===== config.mk =====
export PLATFORM = sky130hd
export DESIGN_NAME = ex_alu_stage
export DESIGN_NICKNAME = d
export VERILOG_FILES = /design/src/rtl/ex_alu_stage.sv
export SDC_FILE = /design/constraint.sdc
export NUM_CORES = 1
export LEC_CHECK = 0
export BUFFER_PORTS_ARGS = -buffer_cell sky130_fd_sc_hd__buf_2
export CORE_ASPECT_RATIO = 1.1
export CORE_MARGIN = 1.5
export CORE_UTILIZATION = 60
export CTS_BUF_LIST = sky130_fd_sc_hd__clkbuf_2 sky130_fd_sc_hd__clkbuf_4 sky130_fd_sc_hd__clkbuf_8
export CTS_CLUSTER_SIZE = 28
export DETAILED_ROUTE_END_ITERATION = 10
export PLACE_DENSITY = 0.88
export SETUP_SLACK_MARGIN = 0.02
export SLEW_MARGIN = 25
export SYNTH_ARGS = -nofsm -noshare
export SYNTH_HDL_FRONTEND = slang
export SYNTH_SLANG_ARGS = --single-unit

===== constraint.sdc =====
create_clock -name clock -period 10.7 [get_ports clock]
set_input_delay 2.14 -clock clock [delete_from_list [all_inputs] [get_ports clock]]
set_output_delay 2.14 -clock clock [all_outputs]
set_load 0.1 [all_outputs]

===== src/rtl/ex_alu_stage.sv =====
// EX stage of a 5-stage pipeline: combinational ALU feeding the EX/MEM pipeline register.
// Supports stall (hold), flush (bubble) and a sticky flag for unsupported ALU operations.
module ex_alu_stage #(
  parameter int WIDTH = 16,
  parameter int REGW  = 3
) (
  input  logic             clock,
  input  logic             reset,
  input  logic             in_valid,
  input  logic [2:0]       alu_ctl,
  input  logic [WIDTH-1:0] op_a,
  input  logic [WIDTH-1:0] op_b,
  input  logic [WIDTH-1:0] store_data,
  input  logic [REGW-1:0]  wr_reg,
  input  logic             reg_write,
  input  logic             mem_read,
  input  logic             mem_write,
  input  logic             stall,
  input  logic             flush,
  output logic             out_valid,
  output logic [WIDTH-1:0] result,
  output logic             zero,
  output logic             overflow,
  output logic             illegal,
  output logic             err_sticky,
  output logic [WIDTH-1:0] out_store_data,
  output logic [REGW-1:0]  out_wr_reg,
  output logic             out_reg_write,
  output logic             out_mem_read,
  output logic             out_mem_write
);

  localparam int MSB = WIDTH - 1;

  typedef enum logic [2:0] {
    ALU_AND = 3'b000,
    ALU_OR  = 3'b001,
    ALU_ADD = 3'b010,
    ALU_SUB = 3'b110,
    ALU_SLT = 3'b111
  } alu_op_e;

  typedef struct packed {
    logic             valid;
    logic [WIDTH-1:0] result;
    logic             zero;
    logic             overflow;
    logic             illegal;
    logic [WIDTH-1:0] store_data;
    logic [REGW-1:0]  wr_reg;
    logic             reg_write;
    logic             mem_read;
    logic             mem_write;
  } ex_mem_t;

  logic [WIDTH-1:0] sum;
  logic [WIDTH-1:0] diff;
  logic [WIDTH-1:0] alu_res;
  logic             alu_ovf;
  logic             legal;
  ex_mem_t          load_entry;
  ex_mem_t          entry_q;

  assign sum  = op_a + op_b;
  assign diff = op_a - op_b;

  // NOTE: every always_comb output gets a default first so no path leaves it unassigned (no latch).
  always_comb begin
    alu_res = '0;
    alu_ovf = 1'b0;
    legal   = 1'b1;
    case (alu_ctl)
      ALU_ADD: begin
        alu_res = sum;
        alu_ovf = (op_a[MSB] == op_b[MSB]) && (sum[MSB] != op_a[MSB]);
      end
      ALU_SUB: begin
        alu_res = diff;
        alu_ovf = (op_a[MSB] != op_b[MSB]) && (diff[MSB] != op_a[MSB]);
      end
      ALU_AND: alu_res = op_a & op_b;
      ALU_OR:  alu_res = op_a | op_b;
      // Signed compare rather than the sign of diff, so slt stays correct when a-b wraps.
      ALU_SLT: alu_res = {{(WIDTH-1){1'b0}}, ($signed(op_a) < $signed(op_b))};
      default: legal = 1'b0;
    endcase
  end

  // An illegal op yields result 0 (hence zero=1) and no architectural side effects.
  always_comb begin
    load_entry = '0;
    if (in_valid) begin
      load_entry.valid      = 1'b1;
      load_entry.result     = legal ? alu_res : '0;
      load_entry.zero       = legal ? (alu_res == '0) : 1'b1;
      load_entry.overflow   = legal & alu_ovf;
      load_entry.illegal    = ~legal;
      load_entry.store_data = store_data;
      load_entry.wr_reg     = wr_reg;
      load_entry.reg_write  = legal & reg_write;
      load_entry.mem_read   = legal & mem_read;
      load_entry.mem_write  = legal & mem_write;
    end
  end

  // NOTE: sequential state uses non-blocking assignments so all registers update together.
  always_ff @(posedge clock) begin
    if (reset) begin
      entry_q <= '0;
    end else if (flush) begin
      entry_q <= '0;
    end else if (!stall) begin
      entry_q <= load_entry;
    end
  end

  always_ff @(posedge clock) begin
    if (reset) begin
      err_sticky <= 1'b0;
    end else if (!flush && !stall && in_valid && !legal) begin
      err_sticky <= 1'b1;
    end
  end

  assign out_valid      = entry_q.valid;
  assign result         = entry_q.result;
  assign zero           = entry_q.zero;
  assign overflow       = entry_q.overflow;
  assign illegal        = entry_q.illegal;
  assign out_store_data = entry_q.store_data;
  assign out_wr_reg     = entry_q.wr_reg;
  assign out_reg_write  = entry_q.reg_write;
  assign out_mem_read   = entry_q.mem_read;
  assign out_mem_write  = entry_q.mem_write;

endmodule


==> summary.txt <==
Status
  • Run status: finished, final reports clean

Cells and area
  • Fin nets: 706
  • Commonest cells after routing, fill and taps aside: buf_2, nor2_1, ha_1, inv_1, dfxtp_1
  • Area Growth Syn to Fin: 14.8%
  • Most common cell after layout, fill and taps aside: buf_2
  • Ant. Diodes: 0
  • Util after Layout: 0.726
  • Filler cells: 533
  • Share of layout cells above drive strength 1: 0.222
  • Non-filler instance count after layout: 675

Route
  • Antenna-violating nets left: 0
  • First drt pass iteration count: 5
  • DRC violations left: 0
  • DR vias/cell: 6.05
  • Routed WL per cell: 15.3 um
  • Final WL: 10300 um
  • Detailed-route via count: 4084
  • Initial DRC Count: 226

Critical path
  • Worst path slowest cell: fa_1
  • Critical-path cell list: buf_2 > inv_1 > ha_1 > inv_1 > fa_1 > nor2b_1 > a211oi_1 > mux2_2 > nor3_1 > nor4b_1 > o2111ai_1 > a2111oi_2 > nand4b_1 > o32ai_2
  • Worst Setup End Kind: register
  • CP arrival: 5170 ps
  • Largest stage delay on the critical path: 380 ps
  • Required @ worst endpoint: 10910 ps
  • CP Launch Type: primary input
  • Crit Path Max Fanout: 2
  • Worst Reg-to-Reg Cells: 2
  • CP most frequent cell: inv_1
  • Kind of critical path: in -> reg

STA
  • Max-slew violations: 0
  • Fmax: 202 MHz
  • Final setup fails: 0
  • Final Cycle Share: 0.463
  • Worst Clk Skew: 0 ps
  • RSZ-0062 raised after global routing: false
  • Tightest Pin Transition: 781 ps
  • Slew HR: 0.479
  • Final Critical Period: 4960 ps
  • Final Hold Viols: 0
  • Setup TNS: 0 ps

Logic synthesis
  • Post-synth EDFFs: 0
  • Syn nets: 632
  • Synth Register Bits: 43
  • Mean post-synth cell area: 7.63 um^2
  • Post-synthesis sequential area ratio: 0.217
  • Synth Cell Area: 3970 um^2
  • Synth async-reset ratio: 0
  • Synth warnings: 0
  • Top_reg_cell synth: dfxtp_1
  • Syn Inst Count: 520
  • Synth unique cells: 74

Floorplanning
  • Total die area: 7110 um^2
  • Core Area: 6270 um^2
  • Die Y: 88.3 um
  • Starting Density: 0.633
  • DIE WIDTH: 80.5 um
  • I/O pins: 105
  • Row cnt: 30

Clock tree
  • Worst-Skew Late Latency: 290 ps
  • Num CTS Buffers: 5
  • Post_cts resized: 0
  • Post-CTS Setup Bufs: 0
  • H-tree levels: 2
  • Root Buffer: clkbuf_8
  • CTS Hold Bufs: 0
  • CTS max path bufs: 2
  • TritonCTS clock tree: built
  • Total clock sinks: 43
  • Clk slew on worst S/H paths: 80 ps

Hold path
  • WHS Path Cells: 2
  • Worst hold path class: reg -> reg

Power
  • Tot Pwr: 0.468 mW
  • Leakage: 2.13 nW
  • Pwr/cell area: 103 nW/um^2
  • Worst vdd ir: 0.123 mV

GRT
  • Vias in the first global route: 3573
  • Initial antenna violation count: 0
  • Tot GR Track Use: 0.292
  • Pin count of the biggest net entering global routing: 48
  • GRT overflow: 0
  • Global-route wire length before repair: 16500 um

Place
  • Dpl cells: 667
  • DPL Wire Length: 7920 um
  • Gp weighted congestion: 0.912
  • Port Buffers: 104

Run
  • # Max-Cap Violations: 0
==> final cells by class <==
cell class | count | area, um^2 | share of cell area
multi-input combinational | 392 | 2770 | 0.608
sequential | 43 | 861 | 0.189
timing repair buffer | 105 | 528 | 0.116
inverter | 47 | 179 | 0.0393
tap | 80 | 100 | 0.0220
clock buffer | 6 | 82.6 | 0.0181
clock inverter | 2 | 35.0 | 0.00770
==> cells by family (layout without fill, tap and decap cells) <==
kind of cell	Yosys count	count (layout)	synth area share
AND/OR/NAND/NOR	174	174	0.210
XOR/XNOR	8	8	0.0177
adder cells (fa/ha/maj)	50	50	0.162
multiplexers	7	7	0.0180
flip-flops	43	43	0.217
AO/OA/AOI/OAI	153	153	0.288
buffers and inverters	85	160	0.0874
==> final timing paths <==
path,start,end,slack (ps)
worst max-delay path,op_a[0],zero,5740
worst min-delay path,result[8],result[8],470
worst max register to register,zero,zero,9890
worst min register to register,result[8],result[8],470
==> layer usage <==
layer  track usage  up-vias  wire (um)
li1              -     2003          -
met1         0.363     1854       4270
met2         0.496      201       4840
met3        0.0423       26        938
met4         0.136        0        282
met5             0        -          0
==> synthesized netlist by cell type, drive strengths merged, types with 2 or more instances <==
master | n | area (um^2)
xnor2 | 8 | 70.1
or4 | 3 | 22.5
a32o | 2 | 20.0
o31a | 3 | 26.3
nand4 | 3 | 18.8
and3 | 3 | 18.8
mux2i | 6 | 60.1
o32ai | 3 | 33.8
nand3 | 12 | 60.1
nor2b | 9 | 56.3
o211ai | 7 | 52.6
nand2 | 31 | 116
nor3b | 3 | 27.5
clkbuf | 21 | 78.8
o22ai | 4 | 25.0
a21o | 4 | 30.0
dfxtp | 43 | 861
nand3b | 2 | 15.0
inv | 46 | 175
a22oi | 29 | 218
o31ai | 3 | 22.5
o2111ai | 3 | 26.3
a2bb2oi | 4 | 35.0
o311ai | 2 | 25.0
or2 | 4 | 25.0
a2111oi | 3 | 33.8
o32a | 2 | 20.0
nand2b | 6 | 37.5
a211oi | 9 | 72.6
a211o | 5 | 45.0
o21ai | 23 | 115
o41ai | 2 | 36.3
buf | 17 | 88.8
nor4 | 6 | 37.5
a21oi | 29 | 145
a221oi | 2 | 35.0
nor3 | 18 | 95.1
ha | 48 | 601
fa | 2 | 40.0
nor2 | 67 | 251
a31oi | 4 | 31.3
or3 | 3 | 18.8
==> stage by stage <==
stage	hold WS [ps]	instance area (um^2)	worst slack [ps]
after floorplan	905	3970	5880
after global placement	448	4430	5550
after detailed placement	452	4430	5480
after CTS	462	4550	5780
after global routing	485	4550	5520
final	465	4550	5740
==> worst max-delay path: cells and delay by family <==
family	cells	cell delay (ps)
AOI/OAI and AO/OA	4	1000
and+or+nand+nor	4	840
adders and majority gates	2	570
muxes	1	360
buffers and inverters	3	250
==> report_power, final <==
part           total, mW  switching [mW]  internal [mW]
Clock              0.129          0.0536         0.0755
Sequential         0.164         0.00143          0.163
Combinational      0.174           0.114         0.0607
(Power assumes the default switching activity.)
